--- config.mk ---
export PLATFORM = sky130hd
export DESIGN_NAME = fpu_result_stage
export DESIGN_NICKNAME = d
export VERILOG_FILES = /design/src/rtl/fpu_result_stage.sv
export SDC_FILE = /design/constraint.sdc
export NUM_CORES = 1
export LEC_CHECK = 0
export BUFFER_PORTS_ARGS = -buffer_cell sky130_fd_sc_hd__buf_2
export CAP_MARGIN = 40
export CORE_MARGIN = 2
export CORE_UTILIZATION = 56
export CTS_CLUSTER_DIAMETER = 100
export DETAILED_ROUTE_END_ITERATION = 12
export MAX_ROUTING_LAYER = met4
export PLACE_DENSITY = 0.79
export SLEW_MARGIN = 10
export SYNTH_ARGS = -nofsm -noshare
export SYNTH_HDL_FRONTEND = slang
export SYNTH_SLANG_ARGS = --single-unit
--- constraint.sdc ---
create_clock -name clk -period 3.4 [get_ports clk]
set_input_delay 0.68 -clock clk [delete_from_list [all_inputs] [get_ports clk]]
set_output_delay 0.68 -clock clk [all_outputs]
set_load 0.02 [all_outputs]
--- src/rtl/fpu_result_stage.sv ---
// Output stage of the FP add/sub datapath: special-encoding packer, result FIFO and sticky flag/IRQ logic.
// Optional flush-to-zero of subnormal results is enabled by defining FPU_FTZ_EN.
`timescale 1ns/1ps
module fpu_result_stage #(
    parameter int unsigned DEPTH        = 2,
    parameter logic [31:0] QNAN_PATTERN = 32'h7FC0_0000
) (
    input  logic        clk,
    input  logic        rst_n,
    input  logic        in_valid,
    output logic        in_ready,
    input  logic        sign_z,
    input  logic [7:0]  exponent_z,
    input  logic [22:0] mantissa_z,
    input  logic        invalid_flag,
    input  logic        overflow_flag,
    input  logic        underflow_flag,
    input  logic        inexact_flag,
    input  logic        zero_flag,
    output logic        out_valid,
    input  logic        out_ready,
    output logic [31:0] out_result,
    output logic [4:0]  out_flags,
    input  logic        clear_sticky,
    input  logic [4:0]  irq_mask,
    output logic [4:0]  sticky_flags,
    output logic        flag_irq
);

    localparam int unsigned PTR_W = $clog2(DEPTH);
    localparam int unsigned CNT_W = PTR_W + 1;
    localparam logic [CNT_W-1:0] FULL_CNT = CNT_W'(DEPTH);

    typedef struct packed {
        logic [31:0] word;
        logic [4:0]  flags;
    } entry_t;

    // Flag vector order is {invalid, overflow, underflow, inexact, zero}.
    function automatic entry_t pack_entry(input logic        s,
                                          input logic [7:0]  e,
                                          input logic [22:0] m,
                                          input logic [4:0]  f);
        entry_t r;
        r.flags = f;
        if (f[4]) begin
            r.word = QNAN_PATTERN;
        end else if (f[3]) begin
            r.word = {s, 8'hFF, 23'h0};
        end else if (f[0]) begin
            r.word = {s, 31'h0};
`ifdef FPU_FTZ_EN
        end else if (f[2] || (e == 8'h00 && m != 23'h0)) begin
            r.word     = {s, 31'h0};
            r.flags[1] = 1'b1;
            r.flags[0] = 1'b1;
`endif
        end else begin
            r.word = {s, e, m};
        end
        return r;
    endfunction

    entry_t           mem_q [DEPTH];
    logic [PTR_W-1:0] wr_ptr_q, wr_ptr_d;
    logic [PTR_W-1:0] rd_ptr_q, rd_ptr_d;
    logic [CNT_W-1:0] count_q, count_d;
    logic [31:0]      out_result_q, out_result_d;
    logic [4:0]       out_flags_q, out_flags_d;
    logic [4:0]       sticky_q, sticky_d;
    logic             irq_q, irq_d;
    entry_t           entry_in;
    entry_t           head_d;
    logic             accept;
    logic             pop;

    assign in_ready     = (count_q != FULL_CNT);
    assign out_valid    = (count_q != '0);
    assign out_result   = out_result_q;
    assign out_flags    = out_flags_q;
    assign sticky_flags = sticky_q;
    assign flag_irq     = irq_q;

    always_comb begin
        entry_in = pack_entry(sign_z, exponent_z, mantissa_z,
                              {invalid_flag, overflow_flag, underflow_flag,
                               inexact_flag, zero_flag});
        accept   = in_valid & in_ready;
        pop      = out_valid & out_ready;

        wr_ptr_d = accept ? wr_ptr_q + 1'b1 : wr_ptr_q;
        rd_ptr_d = pop    ? rd_ptr_q + 1'b1 : rd_ptr_q;
        count_d  = count_q;
        case ({accept, pop})
            2'b10:   count_d = count_q + 1'b1;
            2'b01:   count_d = count_q - 1'b1;
            default: count_d = count_q;
        endcase

        // The new head is the incoming word only when it lands in an otherwise empty buffer.
        head_d = (accept && (rd_ptr_d == wr_ptr_q)) ? entry_in : mem_q[rd_ptr_d];

        out_result_d = out_result_q;
        out_flags_d  = out_flags_q;
        if (count_d != '0) begin
            out_result_d = head_d.word;
            out_flags_d  = head_d.flags;
        end

        sticky_d = (clear_sticky ? 5'b0 : sticky_q) | (accept ? entry_in.flags : 5'b0);
        irq_d    = |(sticky_q & irq_mask);
    end

    always_ff @(posedge clk) begin
        if (accept) begin
            mem_q[wr_ptr_q] <= entry_in;
        end
    end

    always_ff @(posedge clk or negedge rst_n) begin
        if (!rst_n) begin
            wr_ptr_q     <= '0;
            rd_ptr_q     <= '0;
            count_q      <= '0;
            out_result_q <= '0;
            out_flags_q  <= '0;
            sticky_q     <= '0;
            irq_q        <= 1'b0;
        end else begin
            wr_ptr_q     <= wr_ptr_d;
            rd_ptr_q     <= rd_ptr_d;
            count_q      <= count_d;
            out_result_q <= out_result_d;
            out_flags_q  <= out_flags_d;
            sticky_q     <= sticky_d;
            irq_q        <= irq_d;
        end
    end

endmodule

==> impl_metrics.toml <==
[final_layout]
layout_commonest_cell = "buf_2"
fillers = 708
nets = 601
stdcell_count = 703
design_area_um2 = 6819
layout_common_cells = "buf_2, a21oi_1, edfxtp_1"
area_delta_synth_final_pct = 20.92
drive_gt1_share_pct = 28.09

[global_routing]
use_met1_pct = 36.51
antenna_found_initial = 1
grt_pass1_vias = 4489
busiest_layer = "met2"
met2_usage_pct = 43.60
grt_pass1_wl_um = 23420
overflow = 0
grt_usage_pct = 28.73
grt_start_max_net_pins = 40
met3_usage_pct = 8.521

[drt]
antenna_left = 0
num_vias = 4409
first_pass_iters = 6
wl_per_cell_um = 21.03
wl_um = 14780
drtIter0Drc = 443
avgViaCountPerCell = 6.272
drc = 0

[clock_tree]
htreeDepth = 4
post_cts_buffers = 0
insertion_delay_ps = 530
cts_buffers = 17
cts_root_buf = "clkbuf_8"
cts_max_path_buffers = 2
cts.sink_count = 121
clk_pin_slew_ps = 60
cts_tree = "built"

[placed_design]
place_congestion = 0.8203
dp_hpwl_um = 8795
dp.cells = 667
port_buffers = 91
placed_area_um2 = 6231

[critical_path]
crit_path_start_kind = "flip-flop"
regToRegSetupSlack_ps = 210
worstPathMaxFanout = 39
worstPathRequired_ps = 3790
cp.arrival_ps = 3580
critical_path_class = "flip-flop to flip-flop"
crit_path_end_kind = "flip-flop"

[floorplanning]
die_area_um2 = 10890
io_pins = 92
initial_core_util_pct = 57.69
dieHeight_um = 104.4
die_x_um = 104.4
rows = 36
core_area_um2 = 9774

[sta]
fmax_mhz = 313.9
finalCritPeriodShare_pct = 93.69
min_period_ps = 3185
slew-limit-headroom_pct = 43.03
setup_viol = 0
tightest_slew_ps = 853.3
hold_viol = 0
slew_violations = 0
rsz0062_at_grt = "no"
tns_ps = 0
finalClockSkew_ps = 7.948

[pwr]
ir_drop_mv = 0.5663
pwr_density_cell_nw_per_um2 = 1147
power.leakage_nw = 2.893

[logic_synthesis]
ys_warn_count = 0
synth_cells = 472
postSynthNetCount = 520
synth_cell_types = 37
synth-seq-area-share_pct = 60.26
synth-seq-cells = 121
synth_area_um2 = 5639
avgSynthCellArea_um2 = 11.95

[run_status]
status = "completed"

[worst_hold_path]
hold_path_class = "input pin to async pin"

[flow_run]
drv_cap = 0
[logic make-up (layout without fill, tap and decap cells)]
logic type / Yosys count / after routing / share of synthesized area, %
XOR/XNOR: 7 / 7 / 1.331
adder cells (fa/ha/maj): 1 / 1 / 0.2218
AND/OR/NAND/NOR: 48 / 48 / 5.215
multiplexers: 1 / 1 / 0.1775
flip-flops: 121 / 121 / 60.26
buffers and inverters: 96 / 190 / 7.610
other: 0 / 4 / 0
AO/OA/AOI/OAI: 198 / 198 / 25.18
[critical path, cell delays in order, from the launching register on]
cell and delay, ps:
dfrtp_2 500, nand2b_1 170, and2_1 290, inv_1 180
ha_1 420, and4bb_4 280, or3_2 510, buf_4 280
o41ai_1 340, a21oi_1 70
[repair_timing]
item                                    CTS  global route
gates resized for setup                   0             3
hold buffers                              0             0
endpoints found under the setup margin    0            22
[where the power goes]
group | internal (W) | total (W) | switching [W]
combinational | 0.00132 | 0.00369 | 0.00237
clock | 0.00113 | 0.00175 | 0.000621
sequential | 0.00212 | 0.00239 | 0.000269
[sequential cells by signal, indices dropped and copies added (netlist names)]
register and flops:
mem_q 74, rd_ptr_q 1, out_flags 5, sticky_flags 5, flag_irq 1, count_q 2
out_result 32, wr_ptr_q 1
[cell type report]
type                            instances  area [um^2]  area share [%]
Antenna cell                            4        10.01          0.1468
Clock buffer                           23        446.7           6.550
Clock inverter                          9        122.6           1.798
Inverter                               50        187.7           2.752
Multi-Input combinational cell        255         1858           27.25
Sequential cell                       121         3400           49.85
Tap cell                              133        166.4           2.440
Timing Repair Buffer                  108        628.1           9.211
[Yosys cell counts]
master | count | area share [%]
and3_1 | 1 | 0.11
buf_1 | 3 | 0.20
o31ai_1 | 32 | 4.3
mux2i_1 | 1 | 0.18
buf_2 | 10 | 0.89
nor3b_1 | 1 | 0.13
nand2b_1 | 1 | 0.11
buf_4 | 5 | 0.67
o21ai_0 | 14 | 1.2
dfrtp_1 | 47 | 21
a22oi_1 | 37 | 4.9
o41ai_2 | 12 | 3.5
xnor3_1 | 1 | 0.40
or4_1 | 5 | 0.67
buf_6 | 5 | 1.0
nor2b_1 | 1 | 0.11
a21oi_1 | 74 | 6.6
inv_2 | 2 | 0.13
xor2_1 | 2 | 0.31
xnor2_1 | 4 | 0.62
or3_1 | 1 | 0.11
o41ai_1 | 20 | 3.1
and4bb_1 | 1 | 0.22
nor3_1 | 2 | 0.18
o32ai_1 | 5 | 0.78
a21o_1 | 1 | 0.13
inv_1 | 48 | 3.2
a22o_1 | 1 | 0.16
ha_1 | 1 | 0.22
a222oi_1 | 1 | 0.18
nor2_1 | 5 | 0.33
clkbuf_1 | 23 | 1.5
and2_1 | 23 | 2.6
edfxtp_1 | 74 | 39
nand2_1 | 6 | 0.40
and4bb_4 | 1 | 0.29
a22oi_4 | 1 | 0.38
[per-layer routing]
metal | vias to the layer above | wire (um)
met4 | 0 | 298
met3 | 32 | 1258
met2 | 229 | 7283
li1 | 1953 | -
met1 | 2195 | 5942
met5 | - | 0
[per-stage QoR]
stage / total power [W] / hold slack (ps) / utilization (%) / worst slack, ps
floorplan: 0.005027 / 384.4 / - / 257.0
global placement: 0.005857 / 513.4 / 63.59 / 384.4
detailed placement: 0.006018 / 531.6 / 63.75 / 179.7
CTS: 0.007797 / 170.9 / 69.57 / 68.81
global route: 0.008224 / 194.4 / 69.76 / 1.472
finish: 0.007823 / 169.3 / 69.76 / 214.7
[path summary, 6_finish.rpt]
kind	endpoint	from	cells after the start
worst min-delay path	out_result[12]	rst_n	1
worst min register to register	out_result[8]	mem_q[0][13]	2
min in group clk	flag_irq	irq_mask[3]	3
worst max-delay path	out_result[15]	count_q[0]	9
worst max register to register	out_result[15]	count_q[0]	9
max in group asynchronous	count_q[0]	rst_n	2
(Power assumes the default switching activity.)
